==> src/rtl/arith_mac_pipe.sv <==
// rtl/arith_mac_pipe.sv - two-stage handshaked add/multiply stage with saturating product accumulator
module arith_mac_pipe #(
  parameter int DATA_W = 8,
  parameter int ACC_W  = 24,
  parameter int CNT_W  = 8
) (
  input  logic                clk,
  input  logic                rst_n,
  input  logic                in_valid,
  output logic                in_ready,
  input  logic [DATA_W-1:0]   in_a,
  input  logic [DATA_W-1:0]   in_b,
  input  logic                acc_clr,
  output logic                out_valid,
  input  logic                out_ready,
  output logic [DATA_W:0]     out_sum,
  output logic [2*DATA_W-1:0] out_prod,
  output logic [ACC_W-1:0]    out_acc,
  output logic                out_sat,
  output logic [CNT_W-1:0]    op_count
);

  localparam int PAD_W = ACC_W + 1 - 2 * DATA_W;

  logic                r_s1_valid;
  logic [DATA_W-1:0]   r_a;
  logic [DATA_W-1:0]   r_b;
  logic                r_out_valid;
  logic [DATA_W:0]     r_sum;
  logic [2*DATA_W-1:0] r_prod;
  logic [ACC_W-1:0]    r_out_acc;
  logic                r_out_sat;
  logic [ACC_W-1:0]    r_acc;
  logic                r_sat;
  logic [CNT_W-1:0]    r_count;

  logic                w_stall;
  logic                w_accept;
  logic                w_update;
  logic [DATA_W:0]     w_sum;
  logic [2*DATA_W-1:0] w_prod;
  logic [ACC_W-1:0]    w_acc_base;
  logic                w_sat_base;
  logic [ACC_W:0]      w_acc_add;
  logic [ACC_W-1:0]    w_acc_next;
  logic                w_sat_next;

  // A held result blocks both stages; in_ready follows out_ready combinationally.
  assign w_stall  = r_out_valid & ~out_ready;
  assign in_ready = rst_n & ~w_stall;
  assign w_accept = in_valid & in_ready;
  assign w_update = r_s1_valid & ~w_stall;

  // Arithmetic works only on registered operands, so inputs never reach outputs combinationally.
  assign w_sum  = {1'b0, r_a} + {1'b0, r_b};
  assign w_prod = {{DATA_W{1'b0}}, r_a} * {{DATA_W{1'b0}}, r_b};

  // Clear applies before the add, so a clear coincident with an update leaves just this product.
  always_comb begin
    w_acc_base = acc_clr ? '0 : r_acc;
    w_sat_base = acc_clr ? 1'b0 : r_sat;
    w_acc_add  = {1'b0, w_acc_base} + {{PAD_W{1'b0}}, w_prod};
    w_acc_next = w_acc_base;
    w_sat_next = w_sat_base;
    if (w_update && !w_sat_base) begin
      if (w_acc_add[ACC_W]) begin
        w_acc_next = '1;
        w_sat_next = 1'b1;
      end else begin
        w_acc_next = w_acc_add[ACC_W-1:0];
      end
    end
  end

  // Stage 1: capture operands on accept, count accepts, insert a bubble otherwise.
  always_ff @(posedge clk or negedge rst_n) begin
    if (!rst_n) begin
      r_s1_valid <= 1'b0;
      r_a        <= '0;
      r_b        <= '0;
      r_count    <= '0;
    end else if (!w_stall) begin
      r_s1_valid <= w_accept;
      if (w_accept) begin
        r_a     <= in_a;
        r_b     <= in_b;
        r_count <= r_count + 1'b1;
      end
    end
  end

  // Stage 2: load results from stage 1; bubbles leave the data registers untouched.
  always_ff @(posedge clk or negedge rst_n) begin
    if (!rst_n) begin
      r_out_valid <= 1'b0;
      r_sum       <= '0;
      r_prod      <= '0;
      r_out_acc   <= '0;
      r_out_sat   <= 1'b0;
    end else if (!w_stall) begin
      r_out_valid <= r_s1_valid;
      if (r_s1_valid) begin
        r_sum     <= w_sum;
        r_prod    <= w_prod;
        r_out_acc <= w_acc_next;
        r_out_sat <= w_sat_next;
      end
    end
  end

  // Internal accumulator sees acc_clr on every edge, even while the output is stalled.
  always_ff @(posedge clk or negedge rst_n) begin
    if (!rst_n) begin
      r_acc <= '0;
      r_sat <= 1'b0;
    end else begin
      r_acc <= w_acc_next;
      r_sat <= w_sat_next;
    end
  end

  assign out_valid = r_out_valid;
  assign out_sum   = r_sum;
  assign out_prod  = r_prod;
  assign out_acc   = r_out_acc;
  assign out_sat   = r_out_sat;
  assign op_count  = r_count;

endmodule

==> config.mk <==
export PLATFORM = sky130hd
export DESIGN_NAME = arith_mac_pipe
export DESIGN_NICKNAME = d
export VERILOG_FILES = /design/src/rtl/arith_mac_pipe.sv
export SDC_FILE = /design/constraint.sdc
export NUM_CORES = 1
export LEC_CHECK = 0
export BUFFER_PORTS_ARGS = -buffer_cell sky130_fd_sc_hd__clkbuf_2
export CAP_MARGIN = 0
export CORE_UTILIZATION = 40
export CTS_BUF_LIST = sky130_fd_sc_hd__clkbuf_4
export DETAILED_ROUTE_END_ITERATION = 8
export SYNTH_ARGS = -nofsm -noshare
export SYNTH_HDL_FRONTEND = slang
export SYNTH_SLANG_ARGS = --single-unit
==> constraint.sdc <==
create_clock -name clk -period 8.3 [get_ports clk]
set_input_delay 0.415 -clock clk [delete_from_list [all_inputs] [get_ports clk]]
set_output_delay 0.415 -clock clk [all_outputs]
set_load 0.01 [all_outputs]
# After elaboration in Yosys (flattened, before gate mapping)
# Index checks and enable logic that the tools add are counted.
# W data, S select, Z words.
[totals]
regBits = 101
output_inout_bits = 60
wordCells = 31
[classes]
add_sub_neg = 3
n_mul = 1
muxes = 6
bitwise_logic = 6
reduce_logical = 4
[ops]
columns = ["operator", "n"]
rows = [
  ["$mux W24", 3],
  ["$add A24 B16 Y25", 1],
  ["$mul A8 B8 Y16", 1],
  ["$add A8 B8 Y9", 1],
  ["$add A8 B1 Y8 const B", 1],
  ["$and A1 B1 Y1", 4],
  ["$reduce_and A2 Y1", 2],
  ["$mux W1", 3],
  ["$not A1 Y1", 2],
  ["$logic_and A1 B1 Y1", 1],
  ["$logic_not A1 Y1", 1],
]

# Longest topological paths before layout
# Gate-level depths: netlist (run 1).
[logic_depth]
depth_word = 6
depth_mapped = 26

# Least setup slack after synthesis (run 1)
# OpenSTA, ideal clock, no wires.
[synth_path]
path_type = "register to register"
from = "reg r_a[4]"
to = "reg r_out_acc[20], in the netlist out_acc[20]"
setup_time_ns = 0.125
arrival_time_ns = 5.724
required_time_ns = 8.175
path_slack_ns = 2.451
stages_incl_launch_ff = 23
cell_sequence = "dfrtp_1 ha_1 fa_1 fa_1 fa_1 inv_1 fa_1 inv_1 ha_1 o21ai_0 o21ai_0 a31oi_1 xnor2_1 ha_1 buf_2 a21oi_1 o21ai_0 a31o_2 o31a_1 buf_6 nand4_1 mux2_2 mux2_2"
[synth_between]
elab_chain_len = 4
[synth_lines]
columns = ["element", "line_no", "text"]
rows = [
  ["start: declaration", "26", "logic [DATA_W-1:0] r_a;"],
  ["start signal: assignment", "85", "r_a <= in_a;"],
  ["$mul A8 B8 Y16", "56", "assign w_prod = {{DATA_W{1'b0}}, r_a} * {{DATA_W{1'b0}}, r_b};"],
  ["named net w_prod[13]", "41", "logic [2*DATA_W-1:0] w_prod;"],
  ["$add A24 B16 Y25", "62", "w_acc_add = {1'b0, w_acc_base} + {{PAD_W{1'b0}}, w_prod};"],
  ["$mux W24", "66", "if (w_acc_add[ACC_W]) begin"],
  ["$mux W24", "65", "if (w_update && !w_sat_base) begin"],
  ["named net w_acc_next[20]", "45", "logic [ACC_W-1:0] w_acc_next;"],
  ["end signal: assignment", "105", "r_out_acc <= w_acc_next;"],
  ["end: declaration", "31", "logic [ACC_W-1:0] r_out_acc;"],
]
# The timed path passes the listed nets, and every way through them passes these cells.
# A chain may end at the register's enable or synchronous reset.

# Worst setup path after layout (run 1)
[layout_path]
from = "reg r_a[4]"
to = "reg r_out_acc[11], in the netlist out_acc[11]"
# Same word-level chain as after synthesis.

==> flow_summary.ini, run 1 <==
[power]
total_power_mw = 2.55
powerDensity_mw_per_mm2 = 313
swShare_pct = 47.8
power_frac_clock_pct = 11.7
switchingPower_mw = 1.22
vdd_ir_drop_max_v = 0.000130
seqPwrFrac_pct = 28.5
p_int_mw = 1.33
p_leak_nw = 4.22
combPwrFrac_pct = 59.8

[setup_path]
crit_fanout = 16
crit_required_ps = 8760
cp-end-kind = flop
crit_type = reg -> reg
critPathMostFrequentCell = fa_1
cp-start-kind = flop
cpLargestDelayFamily = adder cells
ff2ff_setup_slack_ps = 1530
crit_end = out_acc[11]
cp-startpoint = r_a[4]
r2r-start = r_a[4]
crit_slowest_cell = fa_1
worstPathArrival_ps = 7230
crit_cells = 19
critical_path.cell_chain = ha_1 > fa_1 > fa_1 > fa_1 > inv_1 > fa_1 > inv_1 > ha_1 > a2111oi_1 > o21bai_1 > xor2_1 > ha_1 > nor3_2 > o21ai_0 > a31o_2 > o31a_1 > nand3_1 > o211ai_1 > mux2_2
r2r-end = out_acc[11]
crit_buf_inv = 2
max_stage_delay_ps = 590
rr_worst_depth = 19

[sta]
tightest_slew_ps = 982
fin_crit_sh_pct = 81.6
hold_viol_final = 0
min_period_ps = 6770
fmax_mhz = 148
rsz0062_at_grt = false
skew_ps = 37.7
setup_tns_ps = 0
slew_violations = 0
slew_headroom_pct = 34.5
setup_viol = 0

[layout]
layout_commonest_cell = nand2_1
drive_gt1_share_pct = 14.2
nets = 991
syn_to_final_growth_pct = 10.4
final_cell_mix = nand2_1 (128), dfrtp_1 (101), clkbuf_2 (79)

[clock_network]
numCtsBuffers = 9
clk_latency_ps = 520
htreeDepth = 3
cts.sinks = 101
clock_tree.root_cell = clkbuf_4
tritoncts = yes
cts_buffer_depth = 2
cts_setup_buffers = 0
clk_pin_slew_ps = 180

[die]
core-area_sq_mm = 0.0180
chipWidth_um = 138
die_h_um = 138
die-area_sq_mm = 0.0189
start_util_pct = 40.8
pin_count = 81
rows = 49

[placed_design]
dp_hpwl_mm = 12.5
place.gp.congestion = 0.860
placement.io_buffers = 80

[status]
status = complete, no violations

[routing]
avgRoutedWirePerCell_um = 15.2
drc_errors = 0
drt_iter0_drc = 272
via_per_inst = 5.20
dr.pass1.iters = 5
routed_wl_mm = 16.8
antenna_left = 0
vias = 5761

[synthesis]
synth_area_sq_mm = 0.00736
ys.flop_type = dfrtp_1
ys_seq_area_share_pct = 34.3
yosys_warnings = 0
synthArstFlopShare_pct = 100
synth-edff-count = 0
synth_nets = 924
synth-seq-cells = 101
syn_avg_cell_area_sq_um = 9.16
yosysUniqueCellTypes = 56
synth_cells = 804

[grt]
grt_max_degree = 57
grt_usage_pct = 19.3
grt_pass1_wl_mm = 28.3
grt_pass1_vias = 5604
antenna_found_initial = 2
grt_overflow_total = 0

[job]
drv_cap = 0

[worst_hold_path]
worstHoldPathType = in -> reg
==> cell usage after synthesis (8+ instances only) <==
master	count	area, sq um
inv_1	68	255
nand2_1	128	480
nor2b_1	22	138
a21oi_1	45	225
nand3_1	13	65.1
clkbuf_1	19	71.3
a31oi_1	12	75.1
a21o_1	11	82.6
nor2_1	51	191
mux2_2	17	191
nand4_1	8	50.1
o21ai_0	33	165
and2_1	53	332
ha_1	61	763
xnor2_1	23	201
xor2_1	14	123
dfrtp_1	101	2530
fa_1	38	761
==> worst min path at each step <==
stage	start	end	cells after the start
5_1_grt	in_b[4]	r_b[4]	3
2_1_floorplan	rst_n	op_count[0]	0
3_5_place_dp	out_prod[3]	out_prod[3]	2
4_1_cts	in_a[5]	r_a[5]	3
6_report	in_b[4]	r_b[4]	3
3_3_place_gp	out_prod[2]	out_prod[2]	2
==> flip-flops by register name, summed over array words and instances, names as in the netlist, 8 cells and up <==
register and cells:
r_a 8, op_count 8, r_b 8, r_acc 24
out_acc 24, out_sum 9, out_prod 16
==> metrics by stage <==
step	util (%)	cell area (sq um)	setup WS (ps)	hold slack [ps]	instances
4_1_cts	45.0	8120	1540	46.6	1105
2_1_floorplan	-	7360	2450	119	804
6_report	45.1	8130	1530	76.6	1108
3_5_place_dp	44.1	7950	1560	468	1088
3_3_place_gp	44.1	7950	1740	460	1088
5_1_grt	45.1	8130	1060	32.0	1108
==> power by group through the flow <==
stage | clock (mW) | combinational, mW | sequential, mW
after global routing | 0.326 | 1.76 | 0.746
after floorplan | 0 | 1.09 | 0.758
after global placement | 0 | 1.52 | 0.735
final | 0.299 | 1.52 | 0.725
after CTS | 0.309 | 1.54 | 0.727
after detailed placement | 0 | 1.52 | 0.739
==> final cells by class <==
class	instances	area [sq um]
Inverter	68	255
Sequential cell	101	2530
Fill cell	1857	9900
Antenna cell	3	7.51
Tap cell	229	287
Multi-Input combinational cell	608	4460
Clock inverter	7	90.1
Timing Repair Buffer	83	428
Clock buffer	9	67.6
==> tightest hold or removal path: cells and delay by family <==
kind                   cells  cell delay (ps)
buffers and inverters      1               80
AND/OR/NAND/NOR            2               80
==> metal layers <==
metal | GRT usage (%) | wire, um | vias up
met5 | 0 | 0 | -
met4 | 4.58 | 170 | 0
met3 | 3.46 | 625 | 13
met2 | 30.1 | 7500 | 100
met1 | 27.6 | 8530 | 2813
li1 | - | - | 2835
==> what timing repair did <==
action | CTS | global route
gates resized for setup | 0 | 0
hold buffers | 1 | 0
hold endpoints to repair | 53 | 0
==> kinds of logic (layout without fill, tap and decap cells) <==
kind of cell	Yosys count	after routing	share of synthesized area [%]
XOR/XNOR	37	37	4.40
AO/OA/AOI/OAI	149	149	12.8
buffers and inverters	95	167	5.03
other	0	3	0
flip-flops	101	101	34.3
AND/OR/NAND/NOR	302	302	19.5
adder cells (fa/ha/maj)	99	99	20.7
multiplexers	21	21	3.21
Note: power is estimated with default switching activity, not from simulation.
==> run 2, diff against run 1 <==
ABC_AREA = 1   (was default)
clock period = 5.9 ns   (was 8.3 ns; I/O delays follow)
==> flow_summary.ini, run 2 <==
[status]
status = complete, no violations

[clock_network]
htreeDepth = 3
clk_latency_ps = 490
clk_pin_slew_ps = 180
tritoncts = yes
cts.sinks = 101
numCtsBuffers = 9
clock_tree.root_cell = clkbuf_4
cts_buffer_depth = 2

[sta]
setup_viol = 0
slew_headroom_pct = 47.4
skew_ps = 18.3
slew_violations = 0
hold_viol_final = 0
min_period_ps = 5610
setup_tns_ps = 0
fin_crit_sh_pct = 95.0
tightest_slew_ps = 787
fmax_mhz = 178
fin_ws_ps = 294
whs_ps = 13.5

[die]
rows = 51
chipWidth_um = 144
pin_count = 81
die_h_um = 144
start_util_pct = 41.1
core-area_sq_mm = 0.0197
die-area_sq_mm = 0.0208

[routing]
dr_wl_met2_mm = 8.38
drt-met1-wl_mm = 10.8
dr.pass1.iters = 5
dr_wl_met3_mm = 1.05
dr.max_layer_used = met4
drc_errors = 0
vias = 6860
via_per_inst = 4.73
drt_iter0_drc = 498
antenna_left = 0
routed_wl_mm = 20.4
avgRoutedWirePerCell_um = 14.1

[setup_path]
crit_fanout = 8
crit_required_ps = 6300
worstPathArrival_ps = 6010
crit_slowest_cell = fa_1
cpLargestDelayFamily = adder cells
cp-start-kind = flop
crit_buf_inv = 4
r2r-start = r_b[4]
cp-end-kind = flop
cp-startpoint = r_b[4]
max_stage_delay_ps = 560
critical_path.cell_chain = buf_4 > nand2_1 > inv_1 > fa_1 > fa_1 > inv_1 > fa_1 > fa_1 > inv_1 > ha_1 > a21oi_2 > nand2_1 > nand3_1 > nand3_1 > xor2_2 > ha_1 > a21oi_1 > nand2_1 > a21oi_4 > nand2_8 > nand2_4 > nand4_1 > nand3_1 > nand2_1
crit_type = reg -> reg

[layout]
fin_util_pct = 46.7
syn_to_final_growth_pct = 13.6
design_area_sq_mm = 0.00917
nets = 1299
layoutNonFillerInstCount = 1450
drive_gt1_share_pct = 16.8
final_cell_mix = nand2_1 (380), inv_1 (193), dfrtp_1 (93)
layout_commonest_cell = nand2_1

[worst_hold_path]
worstHoldPathType = in -> reg
min_from = in_a[2]

[synthesis]
yosys-top-cells-area = dfrtp_1 (31%), nand2_1 (18%), ha_1 (9.5%), fa_1 (9.4%), inv_1 (9.0%)
yosysMostFrequentCell = nand2_1
synthArstFlopShare_pct = 100
syn_avg_cell_area_sq_um = 7.44
synth_commonest_cells = nand2_1 (381), inv_1 (193), dfrtp_1 (101)
synth_area_sq_mm = 0.00808
yosysUniqueCellTypes = 45
yosysTopAreaCellShare_pct = 31.3
synth-seq-cells = 101
synth_cells = 1086
synth-edff-count = 0
yosysTopAreaCell = dfrtp_1
ys.flop_type = dfrtp_1
ys_seq_area_share_pct = 31.3
synth_nets = 1206
yosys_warnings = 0

[placed_design]
dp_cells = 1403
post-place-ws_ps = 12.5
placement.io_buffers = 80
dp_hpwl_mm = 15.6
place_area_sq_mm = 0.00872
place.gp.congestion = 0.883

[grt]
grt_usage_pct = 21.4
grt_max_degree = 53
grt_pass1_wl_mm = 34.2
antenna_found_initial = 1
grt_pass1_vias = 6607
grt_overflow_total = 0

[power]
powerDensity_mw_per_mm2 = 427
total_power_mw = 3.91
p_leak_nw = 5.46
vdd_ir_drop_max_v = 0.000181

[job]
drv_cap = 0
==> run 2: cell types whose count changed after synthesis, sizes merged, moves of 8 or more <==
cell   before  now
nand2     128  394
inv        68  198
nand3      13   64
and2       53    6
nor2b      22    0
mux2       18    0
a21oi      46   29
xnor2      23    7
a21o       11    0
nor2       51   60
a31oi      12    4
==> run 2: what timing repair did <==
item	CTS	global route
hold endpoints to repair	59	0
setup endpoints to repair	1	50
resized for setup	2	25
hold buffers	11	0
pin swaps	0	1
setup buffers	0	19
==> run 2: per-layer routing <==
layer  vias up  global-route usage (%)
met3        13                    2.52
li1       3488                       -
met2       161                    31.5
met1      3198                    33.1
met5         -                       0
met4         0                    4.93
==> run 2: layout make-up <==
type	count	area, sq um
fill	2064	10500
multi-input combinational	748	4710
sequential	101	2540
inverter	200	753
timing repair buffer	119	723
tap	265	332
clock buffer	9	67.6
clock inverter	7	48.8
antenna	1	2.50
==> run 2: final timing paths <==
path	end	slack, ps	cells after the start
max	out_acc[15]	290	24
min	r_a[2]	10	3
max reg2reg	out_acc[15]	290	24
min reg2reg	op_count[7]	480	1
max in group asynchronous	out_prod[3]	4360	3
min in group asynchronous	out_acc[15]	370	2
==> run 2: worst min-delay path, stage by stage <==
cell and delay, ps:
clkbuf_2 80, nand2_1 50, nand2_1 50
==> run 2: cells by family after synthesis <==
logic type / Yosys count / synth area share [%]
AND/OR/NAND/NOR: 553 / 30.6
buffers and inverters: 237 / 11.4
flip-flops: 101 / 31.3
adder cells (fa/ha/maj): 99 / 18.9
AO/OA/AOI/OAI: 70 / 5.02
XOR/XNOR: 26 / 2.82
==> run 2: report_power, final <==
group	internal, mW	switching [mW]
Clock	0.0886	0.256
Combinational	0.936	1.61
Sequential	0.877	0.140
Total	1.90	2.01
